**config.mk**
```make
export PLATFORM = sky130hd
export DESIGN_NAME = interrupt_ack_controller_flat
export DESIGN_NICKNAME = d
export VERILOG_FILES = /design/src/rtl/interrupt_ack_controller_if.sv /design/src/rtl/interrupt_ack_controller.sv /design/src/flat_wrapper.sv
export SDC_FILE = /design/constraint.sdc
export NUM_CORES = 1
export LEC_CHECK = 0
export CORE_AREA = 3 3 65 67
export CTS_BUF_LIST = sky130_fd_sc_hd__clkbuf_16
export CTS_CLUSTER_SIZE = 40
export DETAILED_ROUTE_END_ITERATION = 10
export DIE_AREA = 0 0 68 70
export PLACE_DENSITY = 0.74
export SLEW_MARGIN = 40
export SYNTH_ARGS = -nofsm -noshare
export SYNTH_HDL_FRONTEND = slang
export SYNTH_SLANG_ARGS = --single-unit
```
**constraint.sdc**
```tcl
create_clock -name clock -period 1.9 [get_ports clock]
set_input_delay 0.19 -clock clock [delete_from_list [all_inputs] [get_ports clock]]
set_output_delay 0.19 -clock clock [all_outputs]
set_load 0.02 [all_outputs]
```
**src/rtl/interrupt_ack_controller_if.sv**
```systemverilog
// Host IACK bus and interrupt-controller bundle for
// interrupt_ack_controller.
interface interrupt_ack_controller_if;
    logic       host_as_n;
    logic [2:0] host_fc;
    logic [3:0] host_address_hi;
    logic [2:0] host_address_lo;
    logic [7:0] intc_vector;
    logic [2:0] intc_priority;
    logic       intc_priority_gs;
    logic       host_dtack_n;
    logic       host_vpa_n;
    logic [7:0] vector_qout;
    logic       vector_oe;
    logic [7:0] ack_clear;
    logic [7:0] spurious_count;
    logic       busy;

    modport master (
        output host_as_n, host_fc, host_address_hi, host_address_lo,
        output intc_vector, intc_priority, intc_priority_gs,
        input  host_dtack_n, host_vpa_n, vector_qout, vector_oe,
        input  ack_clear, spurious_count, busy
    );

    modport slave (
        input  host_as_n, host_fc, host_address_hi, host_address_lo,
        input  intc_vector, intc_priority, intc_priority_gs,
        output host_dtack_n, host_vpa_n, vector_qout, vector_oe,
        output ack_clear, spurious_count, busy
    );
endinterface

```
**src/rtl/interrupt_ack_controller.sv**
```systemverilog
// 68000 interrupt-acknowledge responder: vectored/autovector answer,
// pending-clear pulse and saturating spurious-acknowledge counter.
module interrupt_ack_controller #(
    parameter logic [7:0] AUTOVECTOR_MASK = 8'b0000_1000,
    parameter logic [7:0] SPURIOUS_VECTOR = 8'h18
) (
    input logic clock,
    input logic reset,
    interrupt_ack_controller_if.slave bus
);
    typedef enum logic [2:0] {
        IDLE, DECODE, ACK, HOLD, IGNORE
    } state_t;

    state_t state, state_next;

    logic       as_meta, as_sync;
    logic       iack;
    logic [2:0] lvl_c;
    logic       valid_c, auto_c;

    logic       dtack_n_q, vpa_n_q, oe_q, busy_q;
    logic [7:0] qout_q, clear_q, count_q;
    logic       dtack_n_d, vpa_n_d, oe_d, busy_d;
    logic [7:0] qout_d, clear_d, count_d;

    always_ff @(posedge clock or posedge reset) begin
        if (reset) begin
            as_meta <= 1'b1;
            as_sync <= 1'b1;
        end else begin
            as_meta <= bus.host_as_n;
            as_sync <= as_meta;
        end
    end

    assign iack = !as_sync && bus.host_fc == 3'b111
               && bus.host_address_hi == 4'hF;
    assign lvl_c = bus.host_address_lo;
    assign valid_c = bus.intc_priority_gs
                  && bus.intc_priority == lvl_c
                  && lvl_c != 3'd0;
    assign auto_c = valid_c && AUTOVECTOR_MASK[lvl_c];

    always_ff @(posedge clock or posedge reset) begin
        if (reset) state <= IDLE;
        else       state <= state_next;
    end

    always_comb begin
        state_next = state;
        unique case (state)
            IDLE: begin
                if (iack)          state_next = DECODE;
                else if (!as_sync) state_next = IGNORE;
            end
            DECODE: state_next = ACK;
            ACK:    state_next = HOLD;
            HOLD:   if (as_sync) state_next = IDLE;
            IGNORE: if (as_sync) state_next = IDLE;
            default: state_next = IDLE;
        endcase
    end

    // Response is computed while in DECODE so it lands on the ACK edge.
    always_comb begin
        dtack_n_d = dtack_n_q;
        vpa_n_d   = vpa_n_q;
        oe_d      = oe_q;
        qout_d    = qout_q;
        clear_d   = 8'h00;
        count_d   = count_q;
        busy_d    = state_next != IDLE;
        unique case (state)
            DECODE: begin
                dtack_n_d = auto_c;
                vpa_n_d   = !auto_c;
                oe_d      = !auto_c;
                if (!auto_c)
                    qout_d = valid_c ? {bus.intc_vector[7:3], lvl_c}
                                     : SPURIOUS_VECTOR;
                if (valid_c)
                    clear_d = 8'd1 << lvl_c;
                else if (count_q != 8'hFF)
                    count_d = count_q + 8'd1;
            end
            HOLD: begin
                if (as_sync) begin
                    dtack_n_d = 1'b1;
                    vpa_n_d   = 1'b1;
                    oe_d      = 1'b0;
                end
            end
            IDLE, IGNORE: begin
                dtack_n_d = 1'b1;
                vpa_n_d   = 1'b1;
                oe_d      = 1'b0;
            end
            default: ;
        endcase
    end

    always_ff @(posedge clock or posedge reset) begin
        if (reset) begin
            dtack_n_q <= 1'b1;
            vpa_n_q   <= 1'b1;
            oe_q      <= 1'b0;
            qout_q    <= 8'h00;
            clear_q   <= 8'h00;
            count_q   <= 8'h00;
            busy_q    <= 1'b0;
        end else begin
            dtack_n_q <= dtack_n_d;
            vpa_n_q   <= vpa_n_d;
            oe_q      <= oe_d;
            qout_q    <= qout_d;
            clear_q   <= clear_d;
            count_q   <= count_d;
            busy_q    <= busy_d;
        end
    end

    assign bus.host_dtack_n   = dtack_n_q;
    assign bus.host_vpa_n     = vpa_n_q;
    assign bus.vector_oe      = oe_q;
    assign bus.vector_qout    = qout_q;
    assign bus.ack_clear      = clear_q;
    assign bus.spurious_count = count_q;
    assign bus.busy           = busy_q;
endmodule

```
**src/flat_wrapper.sv**
```systemverilog
// flat-port wrapper written by rule: the top's interface ports become plain ports
module interrupt_ack_controller_flat 
#(
    parameter logic [7:0] AUTOVECTOR_MASK = 8'b0000_1000,
    parameter logic [7:0] SPURIOUS_VECTOR = 8'h18
)
  (clock, reset, bus_host_as_n, bus_host_fc, bus_host_address_hi, bus_host_address_lo, bus_intc_vector, bus_intc_priority, bus_intc_priority_gs, bus_host_dtack_n, bus_host_vpa_n, bus_vector_qout, bus_vector_oe, bus_ack_clear, bus_spurious_count, bus_busy);
  interrupt_ack_controller_if bus_i ();
  input logic clock;
  input logic reset;
  input wire logic [$bits(bus_i.host_as_n)-1:0] bus_host_as_n;
  input wire logic [$bits(bus_i.host_fc)-1:0] bus_host_fc;
  input wire logic [$bits(bus_i.host_address_hi)-1:0] bus_host_address_hi;
  input wire logic [$bits(bus_i.host_address_lo)-1:0] bus_host_address_lo;
  input wire logic [$bits(bus_i.intc_vector)-1:0] bus_intc_vector;
  input wire logic [$bits(bus_i.intc_priority)-1:0] bus_intc_priority;
  input wire logic [$bits(bus_i.intc_priority_gs)-1:0] bus_intc_priority_gs;
  output wire logic [$bits(bus_i.host_dtack_n)-1:0] bus_host_dtack_n;
  output wire logic [$bits(bus_i.host_vpa_n)-1:0] bus_host_vpa_n;
  output wire logic [$bits(bus_i.vector_qout)-1:0] bus_vector_qout;
  output wire logic [$bits(bus_i.vector_oe)-1:0] bus_vector_oe;
  output wire logic [$bits(bus_i.ack_clear)-1:0] bus_ack_clear;
  output wire logic [$bits(bus_i.spurious_count)-1:0] bus_spurious_count;
  output wire logic [$bits(bus_i.busy)-1:0] bus_busy;
  assign bus_i.host_as_n = bus_host_as_n;
  assign bus_i.host_fc = bus_host_fc;
  assign bus_i.host_address_hi = bus_host_address_hi;
  assign bus_i.host_address_lo = bus_host_address_lo;
  assign bus_i.intc_vector = bus_intc_vector;
  assign bus_i.intc_priority = bus_intc_priority;
  assign bus_i.intc_priority_gs = bus_intc_priority_gs;
  assign bus_host_dtack_n = bus_i.host_dtack_n;
  assign bus_host_vpa_n = bus_i.host_vpa_n;
  assign bus_vector_qout = bus_i.vector_qout;
  assign bus_vector_oe = bus_i.vector_oe;
  assign bus_ack_clear = bus_i.ack_clear;
  assign bus_spurious_count = bus_i.spurious_count;
  assign bus_busy = bus_i.busy;
  interrupt_ack_controller #(.AUTOVECTOR_MASK(AUTOVECTOR_MASK), .SPURIOUS_VECTOR(SPURIOUS_VECTOR)) u_core (.clock(clock), .reset(reset), .bus(bus_i));
endmodule
```
==> metrics.yaml <==
floorplan:
  row_count: 22
  start_util_pct: 40.3
  die_area_um2: 4760
  io_pins: 53
  die_y_um: 70
  core_area_um2: 3690
  die_width_um: 68
power:
  comb_power_share_pct: 14.4
  swShare_pct: 22.2
  p_per_area_nw_per_um2: 845
  leakagePower_uw: 0.000962
  p_sw_uw: 429
  pwr-share-seq_pct: 40.5
  vdd_ir_drop_max_mv: 0.559
  pwr-share-clk_pct: 45.1
  internal-power_uw: 1500
  total_power_uw: 1930
cts:
  clock_path_buffers: 2
  htree_levels: 2
  cts.clk_slew.worst_paths_ns: 0.05
  cts-root-buf: "clkbuf_16"
  numCtsBuffers: 5
  clk-insertion-delay-late_ns: 0.27
  post_cts_buffers: 0
  clkSinkCount: 33
  cts_resized: 0
  cts_hold_buf: 0
  cts_tree: "built"
route:
  drc: 0
  drtPass1Iterations: 4
  wl_met2_um: 1800
  finalWirelength_um: 3330
  ant_nets: 0
  highest_layer: "met4"
  drt-initial-drc-count: 93
  vias_per_cell: 5.01
  detail_route.wl_per_cell_um: 13.3
  via_count: 1258
  route.met3.wl_um: 163
  wl_met1_um: 1330
sta:
  drv_slew: 0
  period_share_pct: 94.7
  max_freq_ghz: 0.556
  rsz0062_at_grt: "true"
  setup_slack_ns: 0.101
  hold_viol: 0
  setup_viol: 0
  fin_crit_ns: 1.80
  clock_skew_ns: 0.00492
worst_setup_path:
  crit_fanout: 8
  required_ns: 2.05
  r2r_slack_ns: 0.13
  worstSetupStartpointType: "input port"
  slowest_stage: "clkdlybuf4s50_1"
  path_delay_family: "simple AND/OR/NAND/NOR gates"
  path_cells: "clkdlybuf4s50_1, or3b_4, a2111oi_4, nor3_4, mux2_4"
  criticalPathCategory: "input port to register"
  rr_worst_depth: 4
  reg2reg_from: "u_core.state[2]"
  path_buf_inv: 1
  cpPeakStageDelay_ns: 0.48
  timing.rr.end: "u_core.bus.spurious_count[1]"
  arrival_ns: 1.95
  cp-end-kind: "register"
cells_and_area:
  drive_gt1_share_pct: 15.3
  design_area_um2: 2280
  area_growth_pct: 53.5
  nets: 228
  nFillCells: 319
  diodes: 0
synth:
  synth_cell_types: 39
  synth_edf_count: 0
  synth.top_cell.area_share_pct: 48.8
  synth_ff_type: "dfrtp_1"
  synth_area_leaders: "dfrtp_1 49%, dfstp_2 7.1%, nand2_1 4.5%, xnor2_1 3.5%, nor2_1 3.0%"
  synthCells: 136
  ys_warn_count: 0
  synthesis.nets: 162
  synth_area_per_cell_um2: 10.9
  ys_async_sr_fraction_pct: 100
  syn_area_um2: 1490
  synth_top_area_cell: "dfrtp_1"
  ys_seq_area_share_pct: 55.9
  ys_seq_elements: 33
placed_design:
  numPortBuffers: 49
  place.gp.congestion: 0.777
  place_hpwl_um: 2600
  pre_cts_slack_ns: -0.187
  placed_area_um2: 2100
run_status:
  run_status: "complete, no violations"
job:
  max_cap_violations: 0
global_route:
  grt.total_usage_pct: 15.8
  antenna_found_initial: 0
  grt_pass1_vias: 1275
  grt_max_degree: 34
  grt-ovfl-total: 0
  grt_pass1_wl_um: 5710
worst_hold_path:
  hp-class: "input port to asynchronous set/reset pin"
## worst max-delay path by stage
stage / startpoint / to / slack [ns] / cells past startpoint
finish: bus_host_address_lo[0] / u_core.bus.spurious_count[1] / 0.10 / 5
global route: u_core.state[2] / u_core.bus.spurious_count[7] / -0.02 / 5
CTS: bus_host_address_lo[0] / u_core.bus.spurious_count[1] / 0.1 / 5
detailed placement: bus_host_address_lo[0] / u_core.bus.spurious_count[1] / -0.19 / 5
global placement: bus_host_address_lo[0] / u_core.bus.spurious_count[1] / -0.15 / 5
floorplan: u_core.state[2] / u_core.bus.spurious_count[1] / 0.10 / 5
## cell families (layout without fill, tap and decap cells)
kind of cell / after synthesis / in the layout / synth area share [%]
AOI/OAI and AO/OA: 22 / 22 / 11.8
adders and majority gates: 1 / 1 / 0.842
buffers and inverters: 7 / 74 / 2.36
and+or+nand+nor: 62 / 62 / 22.6
other: 1 / 1 / 0.252
xor gates and xnor gates: 9 / 9 / 5.30
DFF: 33 / 33 / 55.9
muxes: 1 / 1 / 1.01
## final cells by class
cell class / count / area, um2 / area share [%]
clock buffers: 5 / 125 / 5.49
clock inverters: 3 / 37.5 / 1.65
inverters: 3 / 11.3 / 0.494
multi-input cells: 96 / 621 / 27.2
flip-flops and latches: 33 / 831 / 36.4
well taps: 48 / 60.1 / 2.63
repair buffers: 63 / 596 / 26.1
## registers in the layout, summed over array words and instances, names as in the netlist
register                   flops
u_core.bus.ack_clear           8
u_core.bus.spurious_count      8
u_core.bus.vector_qout         8
u_core.state                   3
u_core.as_meta                 1
u_core.as_sync                 1
u_core.bus.busy                1
u_core.bus.host_dtack_n        1
u_core.bus.host_vpa_n          1
u_core.bus.vector_oe           1
## routing by layer
| layer | vias up | track usage (%) |
|---|---|---|
| li1 | 618 | - |
| met3 | 4 | 4.50 |
| met2 | 35 | 27.2 |
| met4 | 0 | 5.30 |
| met5 | - | 0 |
| met1 | 601 | 18.2 |
## layout by cell type, fill, tap and decap left out, types with 4 or more instances in the layout
master | Yosys | final
dfstp_2 | 4 | 4
and2_1 | 4 | 4
dfrtp_1 | 29 | 29
xnor2_1 | 6 | 6
clkbuf_16 | 0 | 5
clkdlybuf4s50_1 | 0 | 49
a21oi_1 | 7 | 7
nand2_1 | 18 | 18
inv_1 | 3 | 4
nand2b_1 | 4 | 4
nor2_1 | 12 | 12
buf_4 | 0 | 14
nand4_1 | 4 | 4
## worst min-delay path, cell delays in order
cell and delay (ns):
clkdlybuf4s50_1 0.39, inv_1 0.05, buf_4 0.36
## through the flow
step,TNS [ns],util (%),cells,hold WS (ns)
CTS,0,61.4,249,0.318
global placement,-0.632,57.0,241,0.346
global route,-0.0354,61.8,251,0.324
detailed placement,-1.06,57.0,241,0.350
finish,0,61.8,251,0.308
floorplan,0,-,136,0.194
## power groups by stage
| stage | logic (uW) | clock network (uW) | registers, uW |
|---|---|---|---|
| after floorplan | 92.2 | 0 | 824 |
| after global placement | 273 | 0 | 787 |
| after detailed placement | 280 | 0 | 792 |
| after CTS | 281 | 890 | 781 |
| after global routing | 303 | 926 | 786 |
| final | 278 | 869 | 781 |
## Yosys cell counts, types with 2 or more instances
master / instances
dfrtp_1: 29
nand2_1: 18
nor2_1: 12
a21oi_1: 7
xnor2_1: 6
and2_1: 4
dfstp_2: 4
nand2b_1: 4
nand4_1: 4
a22o_1: 3
and3_1: 3
inv_1: 3
nand3_1: 3
nor3_1: 3
nor4_1: 3
xor2_1: 3
clkbuf_1: 2
o21ai_1: 2
o22a_1: 2
or3b_4: 2
Note: power is estimated with default switching activity, not from simulation.
